`config.mk`:
```
export PLATFORM = sky130hd
export DESIGN_NAME = obi_mmio_responder
export DESIGN_NICKNAME = d
export VERILOG_FILES = /design/src/rtl/obi_mmio_responder_pkg.sv /design/src/rtl/obi_mmio_responder.sv
export SDC_FILE = /design/constraint.sdc
export NUM_CORES = 1
export LEC_CHECK = 0
export CORE_MARGIN = 1
export CORE_UTILIZATION = 51
export DETAILED_ROUTE_END_ITERATION = 12
export HOLD_SLACK_MARGIN = 0.05
export PLACE_DENSITY = 0.8
export SETUP_SLACK_MARGIN = 0.15
export SLEW_MARGIN = 30
export SYNTH_ARGS = -nofsm -noshare
export SYNTH_HDL_FRONTEND = slang
export SYNTH_SLANG_ARGS = --single-unit
```
`constraint.sdc`:
```
create_clock -name clk_i -period 2.1 [get_ports clk_i]
set_input_delay 0.42 -clock clk_i [delete_from_list [all_inputs] [get_ports clk_i]]
set_output_delay 0.42 -clock clk_i [all_outputs]
set_load 0.01 [all_outputs]
```
`src/rtl/obi_mmio_responder_pkg.sv`:
```
// Shared definitions for the OBI MMIO responder: register word offsets,
// FSM state encoding and the width of the saturating error counter.
package obi_mmio_responder_pkg;

   // Word offsets (addr_i[11:2]) of the four registers in the window
   localparam logic [9:0] REG_FLAG   = 10'd0;
   localparam logic [9:0] REG_RESULT = 10'd1;
   localparam logic [9:0] REG_CYCLES = 10'd2;
   localparam logic [9:0] REG_STATUS = 10'd3;

   localparam int unsigned ERR_CNT_W = 8;

   typedef enum logic [1:0] {
      ST_IDLE = 2'd0,
      ST_WAIT = 2'd1,
      ST_RESP = 2'd2
   } state_t;

endpackage

```
`src/rtl/obi_mmio_responder.sv`:
```
// OBI-style MMIO responder exposing FLAG/RESULT/CYCLES/STATUS registers,
// with a configurable grant delay and single-cycle response after grant.
module obi_mmio_responder
   import obi_mmio_responder_pkg::*;
#(
   parameter logic [31:0] BASE_ADDR = 32'h0000_1000,
   parameter int unsigned GNT_WAIT  = 0
) (
   input  logic        clk_i,
   input  logic        rst_ni,
   input  logic        req_i,
   output logic        gnt_o,
   output logic        rvalid_o,
   input  logic        we_i,
   input  logic [3:0]  be_i,
   input  logic [31:0] addr_i,
   input  logic [31:0] wdata_i,
   output logic [31:0] rdata_o,
   output logic        err_o,
   output logic        done_o,
   output logic [31:0] result_o
);

   state_t                 state_q, state_d;
   logic [3:0]             wait_q, wait_d;
   logic                   gnt;
   logic [31:0]            flag_q, result_q, cycles_q, rdata_q;
   logic [ERR_CNT_W-1:0]   err_cnt_q;
   logic                   done_q, err_q;
   logic [9:0]             word_off;
   logic                   hit, acc_err;
   logic [31:0]            rd_val, flag_new, result_new;
   logic                   flag_wr, result_wr;

   function automatic logic [31:0] apply_be(input logic [31:0] old_val,
                                            input logic [31:0] new_val,
                                            input logic [3:0]  be);
      logic [31:0] res;
      res = old_val;
      for (int b = 0; b < 4; b++) begin
         if (be[b]) res[8*b +: 8] = new_val[8*b +: 8];
      end
      return res;
   endfunction

   always_comb begin
      state_d = state_q;
      wait_d  = wait_q;
      gnt     = 1'b0;
      unique case (state_q)
         ST_IDLE: begin
            if (req_i) begin
               if (GNT_WAIT == 0) begin
                  gnt     = 1'b1;
                  state_d = ST_RESP;
               end else begin
                  wait_d  = 4'(GNT_WAIT - 1);
                  state_d = ST_WAIT;
               end
            end
         end
         ST_WAIT: begin
            // Initiator may withdraw while waiting; nothing was accepted yet
            if (!req_i) begin
               state_d = ST_IDLE;
            end else if (wait_q == 4'd0) begin
               gnt     = 1'b1;
               state_d = ST_RESP;
            end else begin
               wait_d = wait_q - 4'd1;
            end
         end
         ST_RESP: begin
            if (GNT_WAIT == 0 && req_i) begin
               gnt     = 1'b1;
               state_d = ST_RESP;
            end else begin
               state_d = ST_IDLE;
            end
         end
         default: state_d = ST_IDLE;
      endcase
   end

   assign word_off = addr_i[11:2];
   assign hit      = (addr_i[31:12] == BASE_ADDR[31:12]) && (addr_i[1:0] == 2'b00)
                     && (word_off <= REG_STATUS);
   assign acc_err  = !hit || (we_i && (word_off == REG_CYCLES || word_off == REG_STATUS));

   always_comb begin
      rd_val = 32'd0;
      unique case (word_off)
         REG_FLAG:   rd_val = flag_q;
         REG_RESULT: rd_val = result_q;
         REG_CYCLES: rd_val = cycles_q;
         REG_STATUS: rd_val = {{(24 - ERR_CNT_W){1'b0}}, err_cnt_q, 7'd0, done_q};
         default:    rd_val = 32'd0;
      endcase
   end

   assign flag_new   = apply_be(flag_q, wdata_i, be_i);
   assign result_new = apply_be(result_q, wdata_i, be_i);
   assign flag_wr    = gnt && we_i && !acc_err && (word_off == REG_FLAG);
   assign result_wr  = gnt && we_i && !acc_err && (word_off == REG_RESULT);

   always_ff @(posedge clk_i or negedge rst_ni) begin
      if (!rst_ni) begin
         state_q   <= ST_IDLE;
         wait_q    <= 4'd0;
         flag_q    <= 32'd0;
         result_q  <= 32'd0;
         cycles_q  <= 32'd0;
         rdata_q   <= 32'd0;
         err_cnt_q <= '0;
         done_q    <= 1'b0;
         err_q     <= 1'b0;
      end else begin
         state_q  <= state_d;
         wait_q   <= wait_d;
         cycles_q <= cycles_q + 32'd1;
         // Requests are accepted and writes committed on the grant edge
         if (gnt) begin
            err_q   <= acc_err;
            rdata_q <= (acc_err || we_i) ? 32'd0 : rd_val;
            if (acc_err && err_cnt_q != '1) err_cnt_q <= err_cnt_q + 1'b1;
         end
         if (flag_wr) begin
            flag_q <= flag_new;
            if (flag_new != 32'd0) done_q <= 1'b1;
         end
         if (result_wr) result_q <= result_new;
      end
   end

   // gnt is combinational from req_i, so keep it quiet while reset is held
   assign gnt_o    = gnt & rst_ni;
   assign rvalid_o = (state_q == ST_RESP);
   assign err_o    = (state_q == ST_RESP) & err_q;
   assign rdata_o  = rdata_q;
   assign done_o   = (flag_q != 32'd0);
   assign result_o = result_q;

endmodule

```
==> summary.md, run 1 <==
| Metric | Value |
|---|---|
| Status | complete, but fails checks |
| Failing checks | negative setup slack |
| Worst-path cell chain | nor4_1, nand2_1, or3_1, buf_6 |
| Post-synth top area share | 0.5213 |
| Synth async-reset ratio | 1.000 |
| Mapped Avg Cell Area | 11.54 µm² |
| Crit-path max FO | 2 |
| Initial Util | 0.5266 |
| Crit-path slowest cell | nor4_1 |
| Largest net degree at the start of global routing | 140 |
| I/O pin count | 140 |
| Max VDD drop | 0.0005382 V |
| Clock tree root buffer cell | clkbuf_16 |
| CP required | 1.68 ns |
| Power per cell area | 644.4 nW/µm² |
| Clk_lat worst skew | 0.42 ns |
| Mapped cell area | 6673 µm² |
| Iteration-0 DRC Markers | 472 |
| Die width | ~120 µm |
| H-tree depth | 4 |
| Vias in the first global route | 5963 |
| Crit. End Element | output port |
| Gate Count Post-Synth | 578 |
| Count of pins over their slew limit | 0 |
| Vias | 5653 |
| WS Path Type | flop to output port |
| HP Class | input pin to async pin |
| Layout cells sized above 1 | 0.3276 |
| PortBufs | 139 |
| Final worst slack | -0.2049 ns |
| Clock buffer count from CTS | 17 |
| Clk_skew | 0.006333 ns |
| Post-synth EDFFs | 0 |
| Hold_ws | 0.07184 ns |
| Final min period | roughly 2.3 ns |
| HPWL Detailed | 13550 µm |
| Tcrit/Tclk final | 1.098 |
| Final antenna-violating net count | 0 |
| Hold-fix buffers, CTS | 0 |
| CTS tree | built |
| Avg WL per Cell | just over 20 µm |
| Slowest stage delay, CP | 0.44 ns |
| WL final | 20140 µm |
| Num rows | 41 |
| GPL Wtd Cong | approximately 0.91 |
| Synth area leader | dfrtp_1 |
| Most common cell after layout, fill and taps aside | dfrtp_1 |
| Reg2Reg Setup Slack | 0.28 ns |
| Synth Flop Type | dfrtp_1 |
| Yosys cell types | 40 |
| Setup TNS | -0.2049 ns |
| First-pass iteration count of the detailed router | 5 |
| Normalized max-slew margin | 0.4790 |
| GRT Overall Usage | 0.3121 |
| First-pass GRT wire length | 31190 µm |
| Maximum clock frequency | 0.4339 GHz |
| Die Area | 13550 µm² |
| Syn Nets | around 650 |
| Cell Count, Final, Fillers Out | ~990 |
| RSZ-0062 raised after global routing | true |
| Diodes inserted | 0 |
| Worst-path clk slew | 0.06 ns |
| YS warnings | 0 |
| Final net count | 883 |
| # Max-Cap Violations | 0 |
| Total grt overflow | 0 |
| Sequential share of the synthesized area | 0.5213 |
| DRC Markers | 0 |
| Initial antenna violation count | 0 |
| Least-Margin Pin Slew | 0.7815 ns |
| Leakage | 4.520 nW |
| CP Launch Type | flop |
| Die height | between 100 and 150 µm |
| Final hold violations | 0 |
| Seq cells post-synth | 139 |
| Maximum clock insertion buffer count | 2 |
| Setup violators final | 1 |
| Layout area overhead | 49.00% |
| Core ar. | between 10000 and 15000 µm² |
| # placed instances | 945 |
| Top post-synthesis cells by area | dfrtp_1 (52%), mux2_2 (11%), mux2i_1 (4.7%) |
| Commonest non-fill, non-tap cells in the layout | dfrtp_1 (139), clkdlybuf4s50_1 (105), buf_4 (88), mux2_4 (62), nor2_1 (43) |
| Vias/cell | 5.693 |
| Crit path DAT | between 1.5 and 2 ns |
| CTS Sinks | 139 |
[kinds of logic after synthesis]
family | synth area share
and+or+nand+nor | 0.1264
DFF | 0.5213
muxes | 0.1714
AOI/OAI and AO/OA | 0.08307
buffers and inverters | 0.04557
xor gates and xnor gates | 0.04857
adders and majority gates | 0.003750
[worst max-delay path, delay by kind of cell, from the launching register on]
family / cells / cell delay, ns
buffers and inverters: 1 / 0.14
flip-flops: 1 / 0.38
AND/OR/NAND/NOR: 3 / 0.95
[layout make-up]
class	instances	area [µm²]
Timing Repair Buffer	243	2266
Inverter	35	131.4
Clock buffer	19	432.9
Clock inverter	12	150.1
Sequential cell	139	3478
Fill cell	750	2729
Multi-Input combinational cell	373	3268
Tap cell	172	215.2
[state kept, by name, summed over array words and instances (netlist names)]
register / cells
cycles_q: 32
rdata_o: 32
state_q: 1
err_cnt_q: 8
done_q: 1
err_q: 1
flag_q: 32
result_o: 32
[metal layers]
layer | wire (µm) | vias up | GRT usage
li1 | - | 2536 | -
met1 | 8062 | 2869 | 0.3742
met2 | 10410 | 206 | 0.5416
met3 | 1090 | 42 | 0.06642
met4 | 580 | 0 | 0.1359
met5 | 0 | - | 0
[cell usage after synthesis, types with 9 or more instances]
cell      instances
nand3_1          19
a22oi_1           9
nor4_1           19
mux2i_1          31
nand2_1          12
xnor2_1          29
o22ai_2          13
and3_1           14
a21oi_1          35
nand4_1          15
inv_1            35
dfrtp_1         139
mux2_2           66
o22ai_1          19
clkbuf_1         14
nor2_1           44
[repair_timing]
item | CTS | global route
setup endpoints to repair | 105 | 107
gates cloned | 2 | 0
pin swaps | 15 | 13
gates resized for setup | 61 | 58
setup buffers | 11 | 4
[worst paths after layout]
path,startpoint,endpoint,depth (start not counted)
worst max-delay path,flag_q[30],done_o,4
worst min-delay path,rst_ni,rdata_o[27],2
worst max register to register,err_cnt_q[0],err_cnt_q[3],8
worst min register to register,cycles_q[31],cycles_q[31],1
max in group asynchronous,rst_ni,result_o[11],2
min in group clk_i,cycles_q[31],cycles_q[31],1
[where the power goes]
group / switching (mW) / internal [mW]
Clock: 1.14 / 1.85
Sequential: 0.0926 / 2.75
Combinational: 0.285 / 0.287
[stage by stage]
| step | setup WS, ns | area [µm²] | utilization | power (mW) |
|---|---|---|---|---|
| 6_report | -0.2049 | 9942 | 0.7846 | 6.406 |
| 5_1_grt | -0.2510 | 9942 | 0.7846 | 6.607 |
| 4_1_cts | -0.1981 | 9935 | 0.7840 | 6.416 |
| 3_5_place_dp | -0.5173 | 9135 | 0.7209 | 3.462 |
| 3_3_place_gp | -0.4762 | 9135 | 0.7209 | 3.432 |
| 2_1_floorplan | 0.1046 | 6960 | - | 3.087 |
(Power assumes the default switching activity.)
==> run 2: changes to the inputs <==
- CORE_MARGIN: 1 -> 2
==> run 2 against run 1 <==
Against the previous run:
- the flow still finishes with violations (negative setup slack)
- cell count is 1.1% lower
- sequential cell count stayed put
- core utilization is 0.29 points lower
- critical path type unchanged
==> summary.md, run 2 (synthesis results as in run 1) <==
| Metric | Value |
|---|---|
| Status | complete, but fails checks (unchanged) |
| Failing checks | negative setup slack (unchanged) |
| I/O pin count | 140 (unchanged) |
| Final min period | 2.329 ns (was 2.305 ns) |
| Place WS | -0.5257 ns (was -0.5173 ns) |
| Layout area overhead | 49.05% (was 49.00%) |
| Final net count | 872 (was 883) |
| Crit. End Element | output port (unchanged) |
| WL final | 20440 µm (was 20140 µm) |
| Cell Count, Final, Fillers Out | 982 (was 993) |
| Largest net degree at the start of global routing | 140 (unchanged) |
| CP required | 1.68 ns (about the same) |
| WS Path Type | flop to output port (unchanged) |
| Vias in the first global route | 6032 (was 5963) |
| Initial antenna violation count | 0 (unchanged) |
| Clk_skew | 0.01257 ns (was 0.006333 ns) |
| PortBufs | 139 (unchanged) |
| Crit-path max FO | 2 (unchanged) |
| Layout cells sized above 1 | 0.3198 (was 0.3276) |
| Vias/cell | 5.693 (about the same) |
| Crit path DAT | 1.91 ns (was 1.88 ns) |
| Maximum clock insertion buffer count | 2 (unchanged) |
| P_int | 5.052 mW (was 4.884 mW) |
| Hold-fix buffers, CTS | 0 (unchanged) |
| Avg WL per Cell | 20.82 µm (was 20.28 µm) |
| # placed instances | 944 (was 945) |
| Count of pins over their slew limit | 0 (unchanged) |
| Max VDD drop | 0.0005073 V (was 0.0005382 V) |
| CTS tree | built (unchanged) |
| Diodes inserted | 0 (unchanged) |
| Flop pwr share | 0.434 (was 0.443) |
| Final Util | 0.7818 (was 0.7846) |
| Sw Ratio | 0.2250 (was 0.2376) |
| Die height | 118.4 µm (was 116.4 µm) |
| WP buf/inv | 2 (was 1) |
| Maximum clock frequency | 0.4294 GHz (was 0.4339 GHz) |
| Placement Cell Area | 9128 µm² (was 9135 µm²) |
| CP Launch Type | flop (unchanged) |
| Setup TNS | -0.2287 ns (was -0.2049 ns) |
| Die Area | 14020 µm² (was 13550 µm²) |
| Most common cell after layout, fill and taps aside | dfrtp_1 (unchanged) |
| H-tree depth | 4 (unchanged) |
| Top Family by Delay on Critical Path | simple AND/OR/NAND/NOR gates (unchanged) |
| Final hold violations | 0 (unchanged) |
| Vias | 5591 (was 5653) |
| GPL Wtd Cong | 0.8965 (was 0.9139) |
| Normalized max-slew margin | 0.4837 (was 0.4790) |
| Combinational Power Share | 0.088 (was 0.089) |
| CTS Sinks | 139 (unchanged) |
| RSZ-0062 raised after global routing | true (unchanged) |
| Final antenna-violating net count | 0 (unchanged) |
| First-pass iteration count of the detailed router | 6 (was 5) |
| Worst-path cell chain | nor4_2, buf_4, nand2_1, or3_1, buf_6 (was nor4_1, nand2_1, or3_1, buf_6) |
| Psw | 1.467 mW (was 1.522 mW) |
| Num rows | 41 (unchanged) |
| Setup violators final | 1 (unchanged) |
| Total grt overflow | 0 (unchanged) |
| Final Cell Area | 9946 µm² (was 9942 µm²) |
| Fillers | 805 (was 750) |
| Clk_lat worst skew | 0.43 ns (was 0.42 ns) |
| Commonest non-fill, non-tap cells in the layout | dfrtp_1 (138), clkdlybuf4s50_1 (105), buf_4 (77), mux2_4 (61), nor2_1 (43) (was dfrtp_1 (139), clkdlybuf4s50_1 (105), buf_4 (88), mux2_4 (62), nor2_1 (43)) |
| Crit-path slowest cell | dfrtp_1 (was nor4_1) |
| Clock share of power | 0.478 (was 0.468) |
| GRT Overall Usage | 0.2975 (was 0.3121) |
| HPWL Detailed | 13710 µm (was 13550 µm) |
| Leakage | 4.485 nW (was 4.520 nW) |
| Worst-path clk slew | 0.05 ns (was 0.06 ns) |
| Iteration-0 DRC Markers | 475 (was 472) |
| Tcrit/Tclk final | 1.109 (was 1.098) |
| # Max-Cap Violations | 0 (unchanged) |
| Clock buffer count from CTS | 17 (unchanged) |
| HP Class | input pin to async pin (unchanged) |
| Initial Util | 0.5245 (was 0.5266) |
| DRC Markers | 0 (unchanged) |
| Power per cell area | 655.4 nW/µm² (was 644.4 nW/µm²) |
| Die width | 118.4 µm (was 116.4 µm) |
| Least-Margin Pin Slew | 0.7744 ns (was 0.7815 ns) |
| Clock tree root buffer cell | clkbuf_16 (unchanged) |
| First-pass GRT wire length | 32120 µm (was 31190 µm) |
| Core ar. | 12720 µm² (was 12670 µm²) |
| Final worst slack | -0.2287 ns (was -0.2049 ns) |
| Slowest stage delay, CP | 0.40 ns (was 0.44 ns) |
-- run 2: per-stage QoR --
stage | power [mW] | hold WS [ns]
2_1_floorplan | 3.087 | 0.1244
3_3_place_gp | 3.431 | 0.4696
3_5_place_dp | 3.447 | 0.4708
4_1_cts | 6.531 | 0.1941
5_1_grt | 6.705 | 0.2055
6_report | 6.519 | 0.1034
-- run 2: power by group through the flow --
stage	combinational [mW]	sequential [mW]	clock, mW
after CTS	0.562	2.83	3.14
after detailed placement	0.571	2.88	0
final	0.571	2.83	3.12
after global placement	0.558	2.87	0
after floorplan	0.236	2.85	0
after global routing	0.618	2.84	3.25
-- run 2: worst paths after layout --
| path | start | end | slack (ns) | cells after the start |
|---|---|---|---|---|
| worst max register to register | cycles_q[6] | cycles_q[23] | 0.26 | 6 |
| min in group clk_i | cycles_q[31] | cycles_q[31] | 0.49 | 1 |
| worst min register to register | cycles_q[31] | cycles_q[31] | 0.49 | 1 |
| max in group asynchronous | rst_ni | flag_q[10] | 1.34 | 2 |
| worst max-delay path | flag_q[17] | done_o | -0.23 | 5 |
| worst min-delay path | rst_ni | rdata_o[28] | 0.10 | 2 |
-- run 2: worst register-to-register path, delay by kind of cell, from the launching register on --
kind / cells / cell delay [ns]
flip-flops: 1 / 0.47
buffers and inverters: 1 / 0.20
XOR/XNOR: 1 / 0.14
AND/OR/NAND/NOR: 4 / 0.92
-- run 2: what timing repair did --
action	4_1_cts	5_1_grt
buffers inserted	3	2
pin swaps	16	11
gates cloned	2	0
resized for setup	113	33
endpoints found under the setup margin	102	78
-- run 2: area by class of cell --
| cell class | instances | area [µm²] | area share |
|---|---|---|---|
| well taps | 172 | 215.2 | 0.02164 |
| repair buffers | 232 | 2205 | 0.2217 |
| clock inverters | 6 | 108.9 | 0.01094 |
| clock buffers | 25 | 505.5 | 0.05082 |
| flip-flops and latches | 139 | 3480 | 0.3499 |
| multi-input cells | 373 | 3301 | 0.3319 |
| inverters | 35 | 131.4 | 0.01321 |
-- run 2: per-layer routing --
metal | vias to the layer above | share of wire | track usage | routed length, µm
met5 | - | 0 | 0 | 0
met4 | 0 | 0.034 | 0.1414 | 688
met3 | 57 | 0.054 | 0.07239 | 1098
met2 | 211 | 0.52 | 0.5029 | 10600
met1 | 2811 | 0.39 | 0.3576 | 8058
li1 | 2512 | - | - | -
==> run 3: changes to the inputs <==
- CORE_MARGIN: 2 -> unset
- SLEW_MARGIN: 30 -> 20
==> results of run 3 <==
The final DEF is identical to that of run 1; final timing and power are the same.
